File: src/rtl/word_unpack.sv
// word_unpack: splits counted 64-bit words into 64/ELEM_BITS elements, LSB lane first.
// Define WORD_UNPACK_BYPASS_EN to send lane 0 of a word straight out in its acceptance cycle.
module word_unpack #(
  parameter int MAX_WORDS = 1,
  parameter int ELEM_BITS = 16
) (
  input  logic                           clk,
  input  logic                           rst,
  input  logic                           cmd_start,
  input  logic [$clog2(MAX_WORDS+1)-1:0] cmd_numWords,
  output logic                           cmd_canReceive,
  input  logic [63:0]                    in,
  input  logic                           in_isReady,
  output logic                           in_canReceive,
  output logic [ELEM_BITS-1:0]           out,
  output logic                           out_isReady,
  input  logic                           out_canReceive,
  output logic                           out_isLast
);
  localparam int LANES = 64 / ELEM_BITS;
  localparam int CW = $clog2(MAX_WORDS + 1);
  localparam int LW = $clog2(LANES + 1);
  logic [CW-1:0] words_q, words_d, words_eff;
  logic [LW-1:0] lanes_q, lanes_d;
  logic [63:0]   buf_q, buf_d;
  logic          cmd_acc, in_take, shift, bypass;
  assign cmd_canReceive = (words_q == '0) && (lanes_q == '0);
  assign cmd_acc        = cmd_start && cmd_canReceive;
  assign words_eff      = cmd_acc ? cmd_numWords : words_q;
  assign shift          = (lanes_q != '0) && out_canReceive;
`ifdef WORD_UNPACK_BYPASS_EN
  assign in_canReceive = (words_eff != '0) && out_canReceive && (lanes_q <= LW'(1));
  assign bypass        = in_take && (lanes_q == '0);
`else
  assign in_canReceive = (words_eff != '0) && ((lanes_q == '0) || ((lanes_q == LW'(1)) && out_canReceive));
  assign bypass        = 1'b0;
`endif
  assign in_take     = in_isReady && in_canReceive;
  assign out_isReady = shift || bypass;
  assign out         = bypass ? in[ELEM_BITS-1:0] : buf_q[ELEM_BITS-1:0];
  assign out_isLast  = (shift && (lanes_q == LW'(1)) && (words_q == '0)) ||
                       (bypass && (LANES == 1) && (words_eff == CW'(1)));
  // A word load wins over the shift that drains the previous word's final lane.
  always_comb begin
    words_d = in_take ? words_eff - CW'(1) : words_eff;
    lanes_d = in_take ? (bypass ? LW'(LANES - 1) : LW'(LANES)) : shift ? lanes_q - LW'(1) : lanes_q;
    buf_d   = in_take ? (bypass ? in >> ELEM_BITS : in) : shift ? buf_q >> ELEM_BITS : buf_q;
  end
  always_ff @(posedge clk) begin
    if (rst) begin
      words_q <= '0;
      lanes_q <= '0;
      buf_q   <= '0;
    end else begin
      words_q <= words_d;
      lanes_q <= lanes_d;
      buf_q   <= buf_d;
    end
  end
endmodule

File: config.mk
export PLATFORM = sky130hd
export DESIGN_NAME = word_unpack
export DESIGN_NICKNAME = d
export VERILOG_FILES = /design/src/rtl/word_unpack.sv
export SDC_FILE = /design/constraint.sdc
export NUM_CORES = 1
export LEC_CHECK = 0
export CAP_MARGIN = 20
export CELL_PAD_IN_SITES_DETAIL_PLACEMENT = 1
export CELL_PAD_IN_SITES_GLOBAL_PLACEMENT = 1
export CORE_ASPECT_RATIO = 1.25
export CORE_MARGIN = 2
export CORE_UTILIZATION = 25
export CTS_BUF_LIST = sky130_fd_sc_hd__clkbuf_16
export CTS_CLUSTER_DIAMETER = 40
export DETAILED_ROUTE_END_ITERATION = 12
export GPL_TIMING_DRIVEN = 0
export PLACE_DENSITY = 0.72
export SKIP_LAST_GASP = 1
export SYNTH_ARGS = -nofsm -noshare
export SYNTH_HDL_FRONTEND = slang
export SYNTH_SLANG_ARGS = --single-unit
File: constraint.sdc
create_clock -name clk -period 5.3 [get_ports clk]
set_input_delay 1.59 -clock clk [delete_from_list [all_inputs] [get_ports clk]]
set_output_delay 1.59 -clock clk [all_outputs]
set_load 0.1 [all_outputs]
==> flow_summary.yaml, run 1 <==
sta:
  timing.final.hold_violations: 0
  grt_setup_unrepaired: "false"
  post-route-period-util_pct: 98.6
  fmax_mhz: 191
  clock-skew-final_ps: 3.81
  setup_viol_count_final: 0
  finalWorstSetupSlack_ps: 73.3
  max_slew_margin_pct: 33.9
  worst_pin_slew_ps: 989
  final_max_slew_viol_count: 0
  period_minus_slack_ps: 5230
floorplan:
  die_w_um: 102
  dieArea_mm2: 0.0130
  overall_die_height_um: 127
  core_region_area_mm2: 0.0117
  rows: 44
  i_o_pins: 90
  start_util_pct: 25.8
setup_path:
  reg2reg_depth: 8
  cp.required_ps: 3710
  worst_r2r_start: "lanes_q[0]$_SDFFE_PP0P_"
  cp_data_arrival_time_ps: 3640
  timing.critical_path.slowest_stage_cell: "clkdlybuf4s15_1"
  cp-end-kind: "output port"
  start_kind: "primary input"
  crit_end: "out_isLast"
  critical_path_peak_fanout: 10
  r2r_slack_ps: 3100
  timing_worst_setup_path_type: "in -> out"
  crit_path_cell_chain: "clkdlybuf4s50_1 -> nand2b_1 -> clkbuf_1 -> nor4b_2 -> clkdlybuf4s15_1"
  startpoint: "out_canReceive"
  cpPeakStageDelay_ps: 860
  timing.rr.end: "buf_q[0]$_SDFFE_PP0P_"
logic_synthesis:
  yosysWarningCount: 0
  share_of_synthesized_area_occupied_by_flip_flops_and_latches_pct: 45.1
  syn-cell-area_mm2: 0.00302
  postSynthAreaPerCell_um2: 7.87
  synth_async_sr_flop_share_pct: 0
  synth_instances: 384
  synth_fp_nets: 457
  most_used_flip_flop_cell_after_synthesis: "dfxtp_1"
  synth.ff_latch_count: 68
  synth.distinct_cells: 26
  number_of_synthesized_flops_with_an_enable_pin: 0
cells_and_area:
  antenna_cells: 0
  multi_input_area_mm2: 0.00138
  syn_to_final_growth_pct: 44.4
  post-route-util_pct: 37.2
  finish.net_count: 556
  final-seq-area_mm2: 0.00136
  layout-drive-gt1-share_pct: 9.63
  n_fill_cell: 1432
status:
  status: "complete, no violations"
pwr:
  pwr_density_cell_mw_per_mm2: 546
  design_power_total_mw: 2.38
  ir_worst_vdd_mv: 0.194
  cellLeakagePower_nw: 1.53
detailed_routing:
  via_count: 3016
  wl_per_cell_um: 15.4
  remaining_drc_errors: 0
  viasPerCell: 4.65
  dr.pass1.iters: 4
  route.antenna.remaining_nets: 0
  finalWirelength_um: 10000
  initialDrtViolationCount: 125
clocking:
  later_pin_clock_latency_in_the_skew_report_ps: 330
  htree_levels: 3
  cts_root_buf: "clkbuf_16"
  tritoncts: "done"
  tritoncts.num_buffers: 9
  cts_setup_buffers: 0
  clkSlewWorstSetupHoldPaths_ps: 50
  clock_tree.buffer_depth: 2
  ctsHoldBuffers: 0
  total_clock_sinks: 68
grt:
  globalRouteOverflowTotal: 0
  global_route.usage.total_pct: 16.0
  grt_start_max_net_pins: 11
  number_of_antenna_violations_at_the_first_check_in_global_routing: 0
  grt_pass1_wl_um: 15900
  first_global_vias: 3217
placement:
  pre_cts_ws_ps: -250
  routability_congestion_estimate_from_global_placement: 0.774
  port_buffers: 88
  place_hpwl_um: 7810
worst_hold_path:
  worstHoldPathType: "reg -> reg"
flow_run:
  maxCapViolations: 0
==> worst max-delay path: cells and delay by family <==
kind / cells / cell delay (ps)
and+or+nand+nor: 2 / 410
buffers and inverters: 3 / 1630
==> Yosys cell counts (3+ instances only) <==
master / number / area, um^2
inv_1: 3 / 11.3
buf_4: 19 / 143
clkbuf_1: 17 / 63.8
nand3_1: 16 / 80.1
buf_2: 12 / 60.1
dfxtp_1: 68 / 1360
nand2_1: 114 / 428
nor2_1: 51 / 191
a311oi_1: 48 / 420
a21oi_1: 18 / 90.1
ha_1: 3 / 37.5
==> final cells by class <==
type / instances / share of cell area (%)
multi-input combinational: 263 / 31.7
sequential: 68 / 31.2
timing repair buffer: 88 / 20.2
buffer: 49 / 6.19
clock buffer: 9 / 5.16
tap: 161 / 4.62
clock inverter: 7 / 0.631
inverter: 4 / 0.344
==> sequential cells by signal (all words and copies together) (netlist names) <==
signal	cells
words_q	1
buf_q	64
lanes_q	3
==> through the flow <==
step | hold WS (ps) | instances | TNS, ps | area [um^2]
CTS | 473 | 649 | 0 | 4360
finish | 468 | 649 | 0 | 4360
global route | 496 | 649 | 0 | 4360
global placement | 459 | 633 | -352 | 4110
detailed placement | 465 | 633 | -381 | 4110
floorplan | 448 | 384 | 0 | 3030
==> power breakdown <==
part           internal [mW]  switching (mW)  total (mW)
logic                  0.347           0.800        1.15
registers              0.640          0.0760       0.716
clock network          0.305           0.216       0.521
==> cells by family after synthesis <==
family                     count (synthesis)  share of synthesized area (%)
AOI/OAI and AO/OA                         72                           19.2
xor gates and xnor gates                   1                          0.290
adders and majority gates                  3                           1.24
buffers and inverters                     53                           9.44
DFF                                       68                           45.1
and+or+nand+nor                          187                           24.8
==> layer usage <==
layer	routed length [um]	global-route usage (%)
met2	4980	27.9
met3	351	2.98
met4	197	6.51
met1	4470	19.0
met5	0	0
==> layout by cell type (no fill, tap or decap), types with 3 or more instances in the layout <==
cell and instances:
clkinv_1 3, ha_1 3, nand2_1 114, a21oi_1 18
nor2_1 51, inv_1 6, clkbuf_16 9, a311oi_1 48
clkbuf_1 17, nand3_1 16, buf_2 12, clkdlybuf4s50_1 85
buf_4 19, dfxtp_1 68
==> how the worst min path moves through the flow <==
| stage | from | endpoint | cells after the start | slack (ps) |
|---|---|---|---|---|
| floorplan | buf_q[48]$_SDFFE_PP0P_ | buf_q[48]$_SDFFE_PP0P_ | 2 | 450 |
| CTS | buf_q[54]$_SDFFE_PP0P_ | buf_q[54]$_SDFFE_PP0P_ | 2 | 470 |
| global route | buf_q[60]$_SDFFE_PP0P_ | buf_q[60]$_SDFFE_PP0P_ | 2 | 500 |
| finish | buf_q[54]$_SDFFE_PP0P_ | buf_q[54]$_SDFFE_PP0P_ | 2 | 470 |
| global placement | buf_q[58]$_SDFFE_PP0P_ | buf_q[58]$_SDFFE_PP0P_ | 2 | 460 |
| detailed placement | buf_q[54]$_SDFFE_PP0P_ | buf_q[54]$_SDFFE_PP0P_ | 2 | 470 |
==> timing repair <==
item	in CTS	in global routing
pin swaps	0	0
endpoints found under the setup margin	2	2
resized for setup	2	2
(Power assumes the default switching activity.)
==> run 2, diff against run 1 <==
- CORE_ASPECT_RATIO: 1.25 -> unset
- CORE_UTILIZATION: 25 -> 34
- PLACE_DENSITY: 0.72 -> 0.9
- clock period: 5.3 -> 5.96 ns (I/O delays scaled with it)
==> flow_summary.yaml, run 2 (synthesized netlist as in run 1, its figures left out) <==
floorplan:
  dieArea_mm2: 0.00966
  start_util_pct: 34.8
  core_region_area_mm2: 0.00868
  rows: 34
  overall_die_height_um: 98.3
  die_w_um: 98.3
  i_o_pins: 90
clocking:
  tritoncts: "done"
  cts_setup_buffers: 0
  later_pin_clock_latency_in_the_skew_report_ps: 330
  htree_levels: 3
  clock_tree.buffer_depth: 2
  tritoncts.num_buffers: 9
  clkSlewWorstSetupHoldPaths_ps: 50
  total_clock_sinks: 68
  cts_root_buf: "clkbuf_16"
detailed_routing:
  finalWirelength_um: 10100
  via_count: 3063
  wl_per_cell_um: 16.9
  route.antenna.remaining_nets: 0
  remaining_drc_errors: 0
  viasPerCell: 5.15
  dr.pass1.iters: 4
  initialDrtViolationCount: 145
pwr:
  pwr_density_cell_mw_per_mm2: 497
  cellLeakagePower_nw: 1.53
  design_power_total_mw: 2.14
  ir_worst_vdd_mv: 0.189
sta:
  final_max_slew_viol_count: 0
  post-route-period-util_pct: 97.0
  timing.final.hold_violations: 0
  setup_viol_count_final: 0
  grt_setup_unrepaired: "false"
  fmax_mhz: 173
  max_slew_margin_pct: 34.9
  worst_pin_slew_ps: 974
  period_minus_slack_ps: 5780
  clock-skew-final_ps: 3.64
  fin_setup_tns_ps: 0
placement:
  dp_cells: 580
  place_hpwl_um: 7690
  routability_congestion_estimate_from_global_placement: 0.855
  port_buffers: 88
  dpl_cell_area_mm2: 0.00404
cells_and_area:
  regMostFlops: "buf_q"
  post-route-util_pct: 49.5
  syn_to_final_growth_pct: 42.2
  layout.cell_area.non_filler_mm2: 0.00430
  layout-drive-gt1-share_pct: 9.86
  reg.largest.list: "buf_q: 64 flops, lanes_q: 3 flops, words_q: 1 flops"
  mostFrequentLayoutCells: "114 x nand2_1, 87 x clkdlybuf4s50_1, 68 x dfxtp_1"
  final_cell_count_no_fill: 595
  largest_reg_flops: 64
  antenna_cells: 0
  finish.net_count: 556
  mostFrequentLayoutCell: "nand2_1"
grt:
  number_of_antenna_violations_at_the_first_check_in_global_routing: 0
  first_global_vias: 3273
  grt_start_max_net_pins: 11
  global_route.usage.total_pct: 21.4
  grt_pass1_wl_um: 16300
  globalRouteOverflowTotal: 0
setup_path:
  critical_path_peak_fanout: 10
  cp.required_ps: 4170
  timing_worst_setup_path_type: "in -> out"
  start_kind: "primary input"
  cp_data_arrival_time_ps: 4000
  cp-end-kind: "output port"
status:
  status: "complete, no violations"
flow_run:
  maxCapViolations: 0
worst_hold_path:
  worstHoldPathType: "reg -> reg"
## run 2: where the power goes
part,internal [mW],switching [mW]
Clock,0.271,0.187
Sequential,0.569,0.0711
Combinational,0.313,0.723
Total,1.15,0.982
## run 2: layer usage
metal  up-vias  part of all wire [%]  GRT usage [%]
met3        15                   4.5           3.72
met5         -                     0              0
met1      1452                    43           25.0
met4         0                   1.8           7.38
li1       1509                     -              -
met2        87                    51           39.1
## run 2: stage by stage
step | hold slack [ps] | setup slack (ps)
2_1_floorplan | 448 | 344
3_3_place_gp | 459 | 73.3
3_5_place_dp | 465 | 15.2
4_1_cts | 473 | 11.2
5_1_grt | 500 | 95.3
6_report | 468 | 176
## run 2: final timing paths
path	start	slack, ps	cells past startpoint	end
min reg2reg	buf_q[56]$_SDFFE_PP0P_	470	2	buf_q[56]$_SDFFE_PP0P_
min	buf_q[56]$_SDFFE_PP0P_	470	2	buf_q[56]$_SDFFE_PP0P_
max	out_canReceive	180	5	out_isReady
max reg2reg	lanes_q[0]$_SDFFE_PP0P_	3730	8	buf_q[6]$_SDFFE_PP0P_
## run 2: what timing repair did
| action | 4_1_cts | 5_1_grt |
|---|---|---|
| gates resized for setup | 0 | 1 |
| setup endpoints to repair | 0 | 1 |
| hold buffers | 0 | 0 |
## run 2: final cells by class
cell class / instances / area [um^2]
inverters: 4 / 15.0
repair buffers: 88 / 883
fillers: 1049 / 4380
clock buffers: 9 / 225
clock inverters: 6 / 25.0
plain buffers: 49 / 270
well taps: 108 / 135
multi-input cells: 263 / 1380
flip-flops and latches: 68 / 1360
## run 2: critical path: stages
cell and delay, ps:
clkdlybuf4s50_1 490, nand2b_1 110, inv_2 190, buf_2 250, clkdlybuf4s50_1 1160
==> run 3, diff against run 2 <==
- CORE_MARGIN: 2 -> 5
==> flow_summary.yaml, run 3 (synthesized netlist as in run 1, its figures left out) <==
clocking:
  later_pin_clock_latency_in_the_skew_report_ps: 340
  clock_tree.buffer_depth: 2
  htree_levels: 3
  tritoncts.num_buffers: 9
  total_clock_sinks: 68
  cts_root_buf: "clkbuf_16"
  ctsHoldBuffers: 0
  clkSlewWorstSetupHoldPaths_ps: 50
  tritoncts: "done"
sta:
  fmax_mhz: 172
  final_max_slew_viol_count: 0
  worst_pin_slew_ps: 999
  fin_setup_tns_ps: 0
  timing.final.hold_violations: 0
  post-route-period-util_pct: 97.3
  grt_setup_unrepaired: "false"
  period_minus_slack_ps: 5800
  hold-worst-slack_ps: 470
  finalWorstSetupSlack_ps: 159
  max_slew_margin_pct: 33.2
  setup_viol_count_final: 0
  clock-skew-final_ps: 6.30
setup_path:
  timing_worst_setup_path_type: "in -> out"
  r2r_slack_ps: 3640
  cp_common_cell: "clkdlybuf4s50_1"
  timing.critical_path.depth: 5
  crit_path_cell_chain: "clkdlybuf4s50_1 -> nand2b_1 -> inv_2 -> buf_2 -> clkdlybuf4s50_1"
  cp-end-kind: "output port"
  critical_path_peak_fanout: 10
  timing.critical_path.slowest_stage_cell: "clkdlybuf4s50_1"
  timing.rr.end: "buf_q[37]$_SDFFE_PP0P_"
  cp_data_arrival_time_ps: 4010
  critical_path_buf_inv_count: 4
  timing.critical_path.max_delay_family: "buffers and inverters"
  worst_r2r_start: "lanes_q[0]$_SDFFE_PP0P_"
  start_kind: "primary input"
  cpPeakStageDelay_ps: 1170
  cp.required_ps: 4170
  reg2reg_depth: 8
floorplan:
  i_o_pins: 90
  rows: 34
  dieArea_mm2: 0.0109
  overall_die_height_um: 104
  die_w_um: 104
  core_region_area_mm2: 0.00868
  start_util_pct: 34.8
detailed_routing:
  route.antenna.remaining_nets: 0
  initialDrtViolationCount: 127
  dr.pass1.iters: 4
  viasPerCell: 5.21
  finalWirelength_um: 10500
  wl_per_cell_um: 17.6
  remaining_drc_errors: 0
  via_count: 3103
pwr:
  ir_worst_vdd_mv: 0.177
  pwr_density_cell_mw_per_mm2: 518
  cellLeakagePower_nw: 1.53
worst_hold_path:
  worstHoldPathType: "reg -> reg"
  whs_path_depth: 2
  worstHoldStart: "buf_q[57]$_SDFFE_PP0P_"
  hold_end: "buf_q[57]$_SDFFE_PP0P_"
placement:
  dp_cells: 580
  routability_congestion_estimate_from_global_placement: 0.821
  place_hpwl_um: 7870
  port_buffers: 88
  pre_cts_ws_ps: 0.137
cells_and_area:
  mostFrequentLayoutCells: "114 x nand2_1, 87 x clkdlybuf4s50_1, 68 x dfxtp_1"
  final_cell_count_no_fill: 596
  syn_to_final_growth_pct: 44.3
  finish.net_count: 556
  reg.largest.list: "buf_q: 64 flops, lanes_q: 3 flops, words_q: 1 flops"
  mostFrequentLayoutCell: "nand2_1"
  layout-drive-gt1-share_pct: 10.5
  post-route-util_pct: 50.2
  largest_reg_flops: 64
  regMostFlops: "buf_q"
  antenna_cells: 0
flow_run:
  maxCapViolations: 0
grt:
  globalRouteOverflowTotal: 0
  grt_pass1_wl_um: 17300
  first_global_vias: 3479
  global_route.usage.total_pct: 19.7
  grt_start_max_net_pins: 13
  number_of_antenna_violations_at_the_first_check_in_global_routing: 0
status:
  status: "complete, no violations"
run 3: per-stage QoR:
step / total power [mW] / cell area [um^2]
finish: 2.26 / 4360
global route: 2.36 / 4360
CTS: 2.27 / 4360
detailed placement: 1.68 / 4040
global placement: 1.64 / 4040
floorplan: 1.39 / 3030
run 3: tightest hold or removal path: stages, from the launching register on:
cell and delay (ps):
dfxtp_1 310, nand3_1 60, a21oi_1 60
run 3: worst max-delay path by stage:
stage | start | slack [ps] | endpoint
after floorplan | out_canReceive | 340 | out_isLast
after global placement | out_canReceive | 50 | out_isLast
after detailed placement | out_canReceive | 0.1 | out_isLast
after CTS | out_canReceive | 140 | out_isReady
after global routing | out_canReceive | 80 | out_isReady
final | out_canReceive | 160 | out_isReady
run 3: cell type report:
cell class | count | area, um^2
Fill cell | 1053 | 4320
Tap cell | 108 | 135
Inverter | 4 | 15.0
Timing Repair Buffer | 88 | 880
Buffer | 49 | 270
Clock inverter | 7 | 91.3
Multi-Input combinational cell | 263 | 1380
Sequential cell | 68 | 1360
Clock buffer | 9 | 225
run 3: report_power, final:
part	switching [mW]	internal, mW	leakage (nW)
combinational	0.732	0.314	0.829
sequential	0.0721	0.569	0.554
clock	0.207	0.365	0.151
run 3: repair_timing:
action / CTS / global route
buffers inserted: 0 / 0
setup endpoints to repair: 1 / 0
endpoints found under the hold margin: 0 / 0
gates resized for setup: 1 / 0
run 3: layer usage:
layer / vias up / part of all wire [%] / track usage, %
met3: 24 / 4.5 / 3.66
met1: 1477 / 41 / 21.4
met2: 94 / 52 / 36.1
met5: - / 0 / 0
li1: 1508 / - / -
met4: 0 / 3.1 / 9.44
